**config.mk**
```make
export PLATFORM = sky130hd
export DESIGN_NAME = pulse_period_monitor
export DESIGN_NICKNAME = d
export VERILOG_FILES = /design/src/rtl/pulse_period_monitor.sv
export SDC_FILE = /design/constraint.sdc
export NUM_CORES = 1
export LEC_CHECK = 0
export CAP_MARGIN = 15
export CORE_UTILIZATION = 48
export CTS_CLUSTER_DIAMETER = 30
export CTS_CLUSTER_SIZE = 16
export DETAILED_ROUTE_END_ITERATION = 6
export PLACE_DENSITY_LB_ADDON = 0.25
export SLEW_MARGIN = 20
export SYNTH_ARGS = -nofsm -noshare
export SYNTH_HDL_FRONTEND = slang
export SYNTH_SLANG_ARGS = --single-unit
```
**constraint.sdc**
```tcl
create_clock -name clk -period 1.92 [get_ports clk]
set_input_delay 0.192 -clock clk [delete_from_list [all_inputs] [get_ports clk]]
set_output_delay 0.192 -clock clk [all_outputs]
set_load 0.02 [all_outputs]
```
**src/rtl/pulse_period_monitor.sv**
```systemverilog
// Purpose : receive-side checker for a periodic single-cycle pulse stream; measures the
//           pulse interval, locks once consecutive intervals equal PERIOD, and flags early
//           or missing pulses. Latency: all outputs registered, valid one edge after the
//           sampled pulse. Backpressure: none (pure observer, one sample per clk).
// Ports   : clk/reset (sync, active-high); pulse_in monitored stream;
//           locked = state is LOCKED; err = one-cycle fault strobe while locked;
//           interval/interval_vld = last measured interval and its update strobe;
//           err_count = saturating fault counter.
// Option  : PULSE_MON_STICKY_EN adds clr_sticky input and sticky_err output
//           (sticky copy of err, cleared by reset or clr_sticky; set wins over clear).
module pulse_period_monitor #(
    parameter int PERIOD     = 3,
    parameter int CW         = 4,
    parameter int LOCK_COUNT = 2,
    parameter int LOSS_COUNT = 2
) (
    input  logic          clk,
    input  logic          reset,
    input  logic          pulse_in,
`ifdef PULSE_MON_STICKY_EN
    input  logic          clr_sticky,
    output logic          sticky_err,
`endif
    output logic          locked,
    output logic          err,
    output logic [CW-1:0] interval,
    output logic          interval_vld,
    output logic [7:0]    err_count
);

    localparam int GW = $clog2(LOCK_COUNT + 1);
    localparam int BW = $clog2(LOSS_COUNT + 1);

    localparam logic [CW-1:0] P_CNT   = CW'(PERIOD);
    localparam logic [CW-1:0] CNT_MAX = {CW{1'b1}};
    localparam logic [GW-1:0] LOCK_V  = GW'(LOCK_COUNT);
    localparam logic [BW-1:0] LOSS_V  = BW'(LOSS_COUNT);

    typedef enum logic [1:0] {
        S_HUNT   = 2'd0,
        S_ACQ    = 2'd1,
        S_LOCKED = 2'd2
    } state_t;

    state_t          r_state;
    state_t          w_state_nxt;

    logic [CW-1:0]   r_cnt;
    logic [CW-1:0]   w_cnt_nxt;
    logic [GW-1:0]   r_good;
    logic [GW-1:0]   w_good_nxt;
    logic [GW-1:0]   w_good_inc;
    logic [BW-1:0]   r_bad;
    logic [BW-1:0]   w_bad_nxt;
    logic [BW-1:0]   w_bad_inc;

    logic            r_locked;
    logic            r_err;
    logic            w_err_nxt;
    logic [CW-1:0]   r_interval;
    logic [CW-1:0]   w_interval_nxt;
    logic            r_vld;
    logic            w_vld_nxt;
    logic [7:0]      r_err_count;
    logic [7:0]      w_err_count_nxt;

    logic            w_meas_ok;
    logic            w_miss;
    logic            w_fault;

    // The counter value before the edge is the measured interval of a real pulse.
    assign w_meas_ok  = (r_cnt == P_CNT);
    assign w_good_inc = r_good + GW'(1);
    assign w_bad_inc  = r_bad + BW'(1);

    // ---------------------------------------------------------------------
    // State register
    // ---------------------------------------------------------------------
    always_ff @(posedge clk) begin
        if (reset) begin
            r_state <= S_HUNT;
        end else begin
            r_state <= w_state_nxt;
        end
    end

    // ---------------------------------------------------------------------
    // Next-state and next-output logic
    // ---------------------------------------------------------------------
    always_comb begin
        w_state_nxt     = r_state;
        w_good_nxt      = r_good;
        w_bad_nxt       = r_bad;
        w_err_nxt       = 1'b0;
        w_vld_nxt       = 1'b0;
        w_interval_nxt  = r_interval;
        w_err_count_nxt = r_err_count;
        w_miss          = 1'b0;
        w_fault         = 1'b0;

        case (r_state)
            S_HUNT: begin
                // First pulse only establishes a reference; nothing to measure yet.
                if (pulse_in) begin
                    w_state_nxt = S_ACQ;
                    w_good_nxt  = '0;
                end
            end

            S_ACQ: begin
                if (pulse_in) begin
                    w_vld_nxt      = 1'b1;
                    w_interval_nxt = r_cnt;
                    if (w_meas_ok) begin
                        w_good_nxt = w_good_inc;
                        if (w_good_inc == LOCK_V) begin
                            w_state_nxt = S_LOCKED;
                            w_bad_nxt   = '0;
                        end
                    end else begin
                        // Wrong interval: restart the run, this pulse is the new reference.
                        w_good_nxt = '0;
                    end
                end else if (r_cnt == CNT_MAX) begin
                    // Counter saturated: the stream is gone, reference is meaningless.
                    w_state_nxt = S_HUNT;
                end
            end

            S_LOCKED: begin
                if (pulse_in) begin
                    w_vld_nxt      = 1'b1;
                    w_interval_nxt = r_cnt;
                    if (w_meas_ok) begin
                        w_bad_nxt = '0;
                    end else begin
                        w_fault = 1'b1;
                    end
                end else if (r_cnt == P_CNT) begin
                    // Expected pulse absent: fault now and act as if it arrived, so a
                    // dead input keeps faulting once per PERIOD.
                    w_miss  = 1'b1;
                    w_fault = 1'b1;
                end

                if (w_fault) begin
                    w_err_nxt = 1'b1;
                    if (r_err_count != 8'hFF) begin
                        w_err_count_nxt = r_err_count + 8'd1;
                    end
                    w_bad_nxt = w_bad_inc;
                    if (w_bad_inc == LOSS_V) begin
                        w_state_nxt = S_ACQ;
                        w_good_nxt  = '0;
                    end
                end
            end

            default: begin
                w_state_nxt = S_HUNT;
            end
        endcase

        // Real or virtual pulse restarts the interval at 1; otherwise count up and
        // hold at all-ones.
        if (pulse_in || w_miss) begin
            w_cnt_nxt = CW'(1);
        end else if (r_cnt != CNT_MAX) begin
            w_cnt_nxt = r_cnt + CW'(1);
        end else begin
            w_cnt_nxt = r_cnt;
        end
    end

    // ---------------------------------------------------------------------
    // Datapath and output registers
    // ---------------------------------------------------------------------
    always_ff @(posedge clk) begin
        if (reset) begin
            r_cnt       <= '0;
            r_good      <= '0;
            r_bad       <= '0;
            r_locked    <= 1'b0;
            r_err       <= 1'b0;
            r_interval  <= '0;
            r_vld       <= 1'b0;
            r_err_count <= '0;
        end else begin
            r_cnt       <= w_cnt_nxt;
            r_good      <= w_good_nxt;
            r_bad       <= w_bad_nxt;
            r_locked    <= (w_state_nxt == S_LOCKED);
            r_err       <= w_err_nxt;
            r_interval  <= w_interval_nxt;
            r_vld       <= w_vld_nxt;
            r_err_count <= w_err_count_nxt;
        end
    end

    assign locked       = r_locked;
    assign err          = r_err;
    assign interval     = r_interval;
    assign interval_vld = r_vld;
    assign err_count    = r_err_count;

`ifdef PULSE_MON_STICKY_EN
    logic r_sticky;

    // Set term is OR-ed last so a coincident clear cannot hide a new fault.
    always_ff @(posedge clk) begin
        if (reset) begin
            r_sticky <= 1'b0;
        end else begin
            r_sticky <= w_err_nxt | (r_sticky & ~clr_sticky);
        end
    end

    assign sticky_err = r_sticky;
`endif

endmodule

```
==> impl_metrics.py, run 1 <==
metrics = {
    "hold_path": {
        "min_from": "interval[2]$_SDFFE_PP0P_",
        "holdPathStages": 2,
        "min_to": "interval[2]$_SDFFE_PP0P_",
        "holdCritPathClass": "flip-flop to flip-flop",
    },
    "timing": {
        "fin_crit_sh_pct": 95.0,
        "fmax_mhz": 548,
        "rsz0062_at_grt": "false",
        "setup_tns_ns": 0,
        "tightest_slew_ns": 0.305,
        "fin_crit_ns": 1.82,
        "finClkSkew_ns": 0.00701,
        "layout_setup_ws_ns": 0.0951,
        "hold_viol_final": 0,
        "finalSetupViolations": 0,
        "drv_slew": 0,
        "max_slew_margin_pct": 79.6,
    },
    "global_route": {
        "grt_start_max_net_pins": 20,
        "antenna_found_initial": 0,
        "grt_pass1_wl_mm": 4.32,
        "grt_pass1_vias": 977,
        "grt-ovfl-total": 0,
        "grt_use_total_pct": 20.6,
    },
    "synthesis": {
        "synth_area_um2": 1300,
        "syn_area_per_cell_um2": 8.78,
        "yosys_warnings": 0,
        "netlist.area_leader.share_pct": 38.5,
        "synth-simple-area-share_pct": 27.1,
        "synth_fa_ha_area_share_pct": 8.66,
        "yosysSeqAreaShare_pct": 38.5,
        "synth_xor_area_share_pct": 0.674,
        "synth_flop_cell": "dfxtp_1",
        "async_flop_share_pct": 0,
        "syn_inst": 148,
        "synth_top_family_by_area": "simple AND/OR/NAND/NOR gates",
        "synth_edf_count": 0,
        "synthTopCellsByArea": "dfxtp_1 38%, ha_1 8.7%, nand3_1 4.6%",
        "synth_seq_cells": 25,
        "synth_top_area_cell": "dfxtp_1",
        "synth_fp_nets": 160,
        "synth.distinct_cells": 42,
        "synth_mux_area_share_pct": 4.81,
        "synth_compound_area_share_pct": 15.4,
    },
    "final_layout": {
        "fin_nets": 185,
        "stdcell_count": 202,
        "n_antenna_cell": 0,
        "final_layout_size_suffix_gt1_share_pct": 16.9,
        "stdcell_area_um2": 1600,
        "fillers": 231,
        "syn_to_final_growth_pct": 23.4,
        "utilization_pct": 63.6,
    },
    "floorplanning": {
        "start_util_pct": 51.5,
        "die_area_um2": 2920,
        "pin_count": 18,
        "die_h_um": 54.0,
        "num_rows": 18,
        "core_um2": 2520,
        "dieWidth_um": 54.0,
    },
    "critical_path": {
        "cp_slowest_cell": "dfxtp_2",
        "reg2reg_depth": 8,
        "cpMostUsedCell": "ha_4",
        "start_kind": "flip-flop",
        "crit_required_ns": 2.15,
        "crit_path_end_kind": "flip-flop",
        "rr_startpoint": "r_cnt[1]$_SDFFE_PP0N_",
        "worstReg2RegEnd": "r_good[0]$_SDFFE_PP0P_",
        "slowest_delay_ns": 0.37,
        "arrival_ns": 2.06,
        "critPathKind": "flip-flop to flip-flop",
        "cp_cell_sequence": "ha_4 > nor3b_4 > inv_1 > ha_4 > a21boi_2 > a211oi_2 > mux2i_1 > nor2_1",
        "worstSetupStartpoint": "r_cnt[1]$_SDFFE_PP0N_",
        "path_max_fanout": 5,
        "ff2ff_setup_slack_ns": 0.1,
    },
    "power": {
        "p_leak_nw": 0.611,
        "p_per_area_nw_per_um2": 549,
        "ir_worst_vdd_mv": 0.519,
    },
    "placement": {
        "pre_cts_ws_ns": -0.00185,
        "hpwl_mm": 1.97,
        "placed_area_um2": 1560,
        "globalplace.congestion": 0.860,
        "placedCellCount": 198,
        "portBuffers": 17,
    },
    "clock_tree": {
        "clock_path_buffers": 2,
        "cts_buffers": 3,
        "holdBufCountCts": 0,
        "clock_sinks": 25,
        "clkTransAtPathRegs_ns": 0.14,
        "clockRootBuffer": "clkbuf_4",
        "htree_levels": 1,
        "cts_tree": "yes",
        "clock_latency_ns": 0.32,
    },
    "routing": {
        "via_per_inst": 5.48,
        "ant_nets": 0,
        "drc": 0,
        "dr.pass1.iters": 4,
        "wl_mm": 2.78,
        "vias": 1107,
        "wire_per_inst_um": 13.7,
        "drt_iter0_markers": 13,
    },
    "run": {
        "maxCapViolations": 0,
    },
    "run_status": {
        "outcome": "complete, no violations",
    },
}
-- metrics by stage --
| step | total power, W | hold WS (ns) |
|---|---|---|
| 6_report | 0.000881 | 0.469 |
| 5_1_grt | 0.000917 | 0.487 |
| 4_1_cts | 0.000884 | 0.470 |
| 3_5_place_dp | 0.000647 | 0.449 |
| 3_3_place_gp | 0.000643 | 0.448 |
| 2_1_floorplan | 0.000614 | 0.451 |
-- per-layer routing --
metal | routed length, um | share of wire, % | vias up | global-route usage [%]
met4 | 34 | 1.2 | 0 | 8.55
met5 | 0 | 0 | - | 0
met3 | 94 | 3.4 | 5 | 4.24
li1 | - | - | 580 | -
met1 | 1430 | 52 | 504 | 29.0
met2 | 1210 | 44 | 18 | 30.0
-- critical path: cells and delay by family, from the launching register on --
kind	cells	cell delay, ns
adder cells (fa/ha/maj)	2	0.44
flip-flops	1	0.37
AO/OA/AOI/OAI	2	0.35
multiplexers	1	0.23
AND/OR/NAND/NOR	2	0.23
buffers and inverters	1	0.11
-- registers in the layout (all words and copies together) (netlist names), 2 cells and up --
register,count
r_state,2
r_bad,2
interval,4
r_good,2
r_cnt,4
err_count,8
-- synth_stat cells, types with 2 or more instances --
library cell   n
and4_1         2
nor2_1        13
buf_4          2
nor2b_1        3
and4b_1        2
o31ai_1        2
mux2i_1        4
a31oi_1        3
a21oi_1        9
nand3_1       12
inv_1          6
a211oi_1       2
buf_2          2
nand2_1       14
dfxtp_1       25
and3_1         2
nor3_1         8
mux2_2         2
ha_1           9
o21ai_0        4
-- report_power, final --
group	internal, W	total (W)	switching (W)	leakage, nW
logic	0.0000488	0.000107	0.0000585	0.390
registers	0.000527	0.000535	0.00000778	0.203
clock network	0.0000781	0.000239	0.000160	0.0177
-- worst max path at each step --
stage	endpoint	slack [ns]	cells past startpoint
finish	r_good[0]$_SDFFE_PP0P_	0.1	8
global route	locked$_SDFF_PP0_	0.002	8
CTS	err_count[5]$_SDFFE_PP0P_	-0.02	8
detailed placement	err_count[5]$_SDFFE_PP0P_	-0.002	8
global placement	err_count[5]$_SDFFE_PP0P_	0.06	8
floorplan	err_count[5]$_SDFFE_PP0P_	0.02	8
-- cells by family (layout without fill, tap and decap cells) --
kind of cell / count (synthesis) / count (layout)
flops: 25 / 25
compound gates: 29 / 29
fa+ha+maj: 9 / 9
xor+xnor: 1 / 1
buf+inv: 12 / 36
mux: 6 / 6
simple gates: 66 / 66
-- placed cells by master (no fill, tap or decap), types with 2 or more instances in the layout --
cell	n
a211oi_1	2
a21oi_1	9
a31oi_1	3
and4b_1	2
buf_4	9
clkbuf_4	3
clkdlybuf4s50_1	17
dfxtp_1	23
dfxtp_2	2
ha_1	7
ha_4	2
inv_1	6
mux2_2	2
mux2i_1	4
nand2_1	14
nand3_1	12
nor2_1	13
nor2b_1	3
nor3_1	8
o21ai_0	3
o31ai_1	2
-- repair_timing --
action	CTS	global route
setup buffers	0	0
endpoints found under the setup margin	2	11
pin swaps	0	0
gates resized for setup	2	5
-- final cells by class --
type / instances / area (um^2) / share of cell area, %
Clock inverter: 1 / 5.00 / 0.312
Inverter: 6 / 22.5 / 1.40
Multi-Input combinational cell: 111 / 776 / 48.4
Clock buffer: 3 / 22.5 / 1.40
Tap cell: 30 / 37.5 / 2.34
Sequential cell: 25 / 503 / 31.4
Timing Repair Buffer: 26 / 238 / 14.8
Power figures use the tool's default switching activity.
==> run 2: changes to the inputs <==
- HOLD_SLACK_MARGIN: not set -> 0.12
==> results of run 2 <==
No change in the layout: final DEF, timing and power equal those of run 1.
==> run 3: changes to the inputs <==
==> constraint.sdc (replaced) <==
create_clock -name clk -period 1.92 [get_ports clk]
set_input_delay 0.576 -clock clk [delete_from_list [all_inputs] [get_ports clk]]
set_output_delay 0.576 -clock clk [all_outputs]
set_load 0.02 [all_outputs]
==> impl_metrics.py, run 3 (synthesis gave the netlist of run 1 again) <==
metrics = {
    "placement": {
        "portBuffers": 17,
        "placed_area_um2": 1610,
        "globalplace.congestion": 0.821,
        "hpwl_mm": 2.04,
    },
    "routing": {
        "vias": 1162,
        "wire_per_inst_um": 13.3,
        "via_per_inst": 5.61,
        "drt_iter0_markers": 15,
        "ant_nets": 0,
        "wl_mm": 2.75,
        "dr.pass1.iters": 4,
        "drc": 0,
    },
    "critical_path": {
        "cp_slowest_cell": "clkdlybuf4s50_1",
        "crit_family": "buffers and inverters",
        "slowest_delay_ns": 0.60,
        "path_max_fanout": 2,
        "path_depth": 1,
        "reg2reg_depth": 8,
        "crit_path_end_kind": "primary output",
        "critPathKind": "flip-flop to primary output",
        "path_buf_inv": 1,
        "start_kind": "flip-flop",
        "cp_cell_sequence": "clkdlybuf4s50_1",
        "arrival_ns": 1.30,
        "crit_required_ns": 1.34,
    },
    "floorplanning": {
        "pin_count": 18,
        "start_util_pct": 51.5,
        "dieWidth_um": 54.0,
        "num_rows": 18,
        "die_h_um": 54.0,
        "die_area_um2": 2920,
        "core_um2": 2520,
    },
    "timing": {
        "tightest_slew_ns": 0.316,
        "fmax_mhz": 534,
        "drv_slew": 0,
        "max_slew_margin_pct": 78.9,
        "rsz0062_at_grt": "true",
        "fin_crit_ns": 1.87,
        "finalSetupViolations": 0,
        "finClkSkew_ns": 0.00318,
        "fin_crit_sh_pct": 97.5,
        "hold_viol_final": 0,
    },
    "global_route": {
        "grtUsageMet2_pct": 35.8,
        "grt_pass1_wl_mm": 4.60,
        "antenna_found_initial": 0,
        "grt.busiest_layer": "met2",
        "grt_use_total_pct": 21.6,
        "grt_util_met3_pct": 6.78,
        "grt_start_max_net_pins": 17,
        "gr-usage-met1_pct": 27.3,
        "grt_pass1_vias": 1045,
        "grt-ovfl-total": 0,
    },
    "clock_tree": {
        "cts_tree": "yes",
        "htree_levels": 1,
        "cts_buffers": 3,
        "clock_latency_ns": 0.33,
        "clock_path_buffers": 2,
        "clockRootBuffer": "clkbuf_4",
        "clock_sinks": 25,
        "post-cts-setup-buffer-count": 0,
        "clkTransAtPathRegs_ns": 0.15,
    },
    "hold_path": {
        "holdPathStages": 2,
        "holdCritPathClass": "flip-flop to flip-flop",
    },
    "final_layout": {
        "fillers": 214,
        "stdcell_area_um2": 1670,
        "multi_input_area_um2": 786,
        "syn_to_final_growth_pct": 28.5,
        "fin_nets": 190,
        "final_cell_mix": "23 x dfxtp_1, 14 x nand2_1, 13 x nor2_1, 13 x buf_4, 12 x nand3_1",
        "layout_commonest_cell": "dfxtp_1",
        "final_layout_size_suffix_gt1_share_pct": 19.8,
        "utilization_pct": 66.2,
        "seq_area_um2": 503,
        "n_antenna_cell": 0,
        "largest_reg_flops": 8,
    },
    "power": {
        "p_per_area_nw_per_um2": 543,
        "ir_worst_vdd_mv": 0.613,
        "p_leak_nw": 0.746,
    },
    "run_status": {
        "outcome": "complete, no violations",
    },
    "run": {
        "maxCapViolations": 0,
    },
}
## run 3: cell count changes in the layout (fill, tap and decap cells not counted), moves of 4 or more
cell,delta
clkdlybuf4s50_1,-10
dlygate4sd2_1,+6
buf_4,+4
dlymetal6s2s_1,+4
## run 3: final timing paths
kind | slack (ns) | end | from
min reg2reg | 0.47 | interval[0]$_SDFFE_PP0P_ | interval[0]$_SDFFE_PP0P_
min | 0.47 | interval[0]$_SDFFE_PP0P_ | interval[0]$_SDFFE_PP0P_
max | 0.05 | err_count[2] | err_count[2]$_SDFFE_PP0P_
max reg2reg | 0.12 | err_count[5]$_SDFFE_PP0P_ | r_cnt[1]$_SDFFE_PP0N_
## run 3: power by group
group	switching [W]	internal [W]
Sequential	0.00000702	0.000527
Combinational	0.0000594	0.0000534
Clock	0.000175	0.0000851
## run 3: layer usage
metal	wire length (um)	part of all wire, %
met2	1240	45
met3	148	5.4
met5	0	0
met4	44	1.6
met1	1320	48
## run 3: worst min-delay path, stage by stage (launching register included)
cell and delay (ns):
dfxtp_1 0.34, nand2_1 0.05, a21oi_1 0.05
## run 3: repair_timing
| action | 4_1_cts | 5_1_grt |
|---|---|---|
| hold buffers | 0 | 0 |
| gates resized for setup | 9 | 11 |
| setup endpoints to repair | 8 | 16 |
| hold endpoints to repair | 0 | 0 |
| pin swaps | 0 | 4 |
## run 3: area by class of cell
class	instances	area share (%)
sequential	25	30.1
clock inverter	1	0.524
multi-input combinational	111	47.0
timing repair buffer	31	17.4
inverter	6	1.35
clock buffer	3	1.35
tap	30	2.25
## run 3: stage by stage
step	total power, W	setup WS, ns	instances	TNS (ns)	hold WS (ns)
after CTS	0.000912	0.00474	207	0	0.468
final	0.000907	0.0482	207	0	0.466
after detailed placement	0.000652	-0.349	203	-3.51	0.451
after global placement	0.000650	-0.308	203	-3.03	0.447
after global routing	0.000948	-0.00679	207	-0.00889	0.500
after floorplan	0.000614	0.0168	148	0	0.451
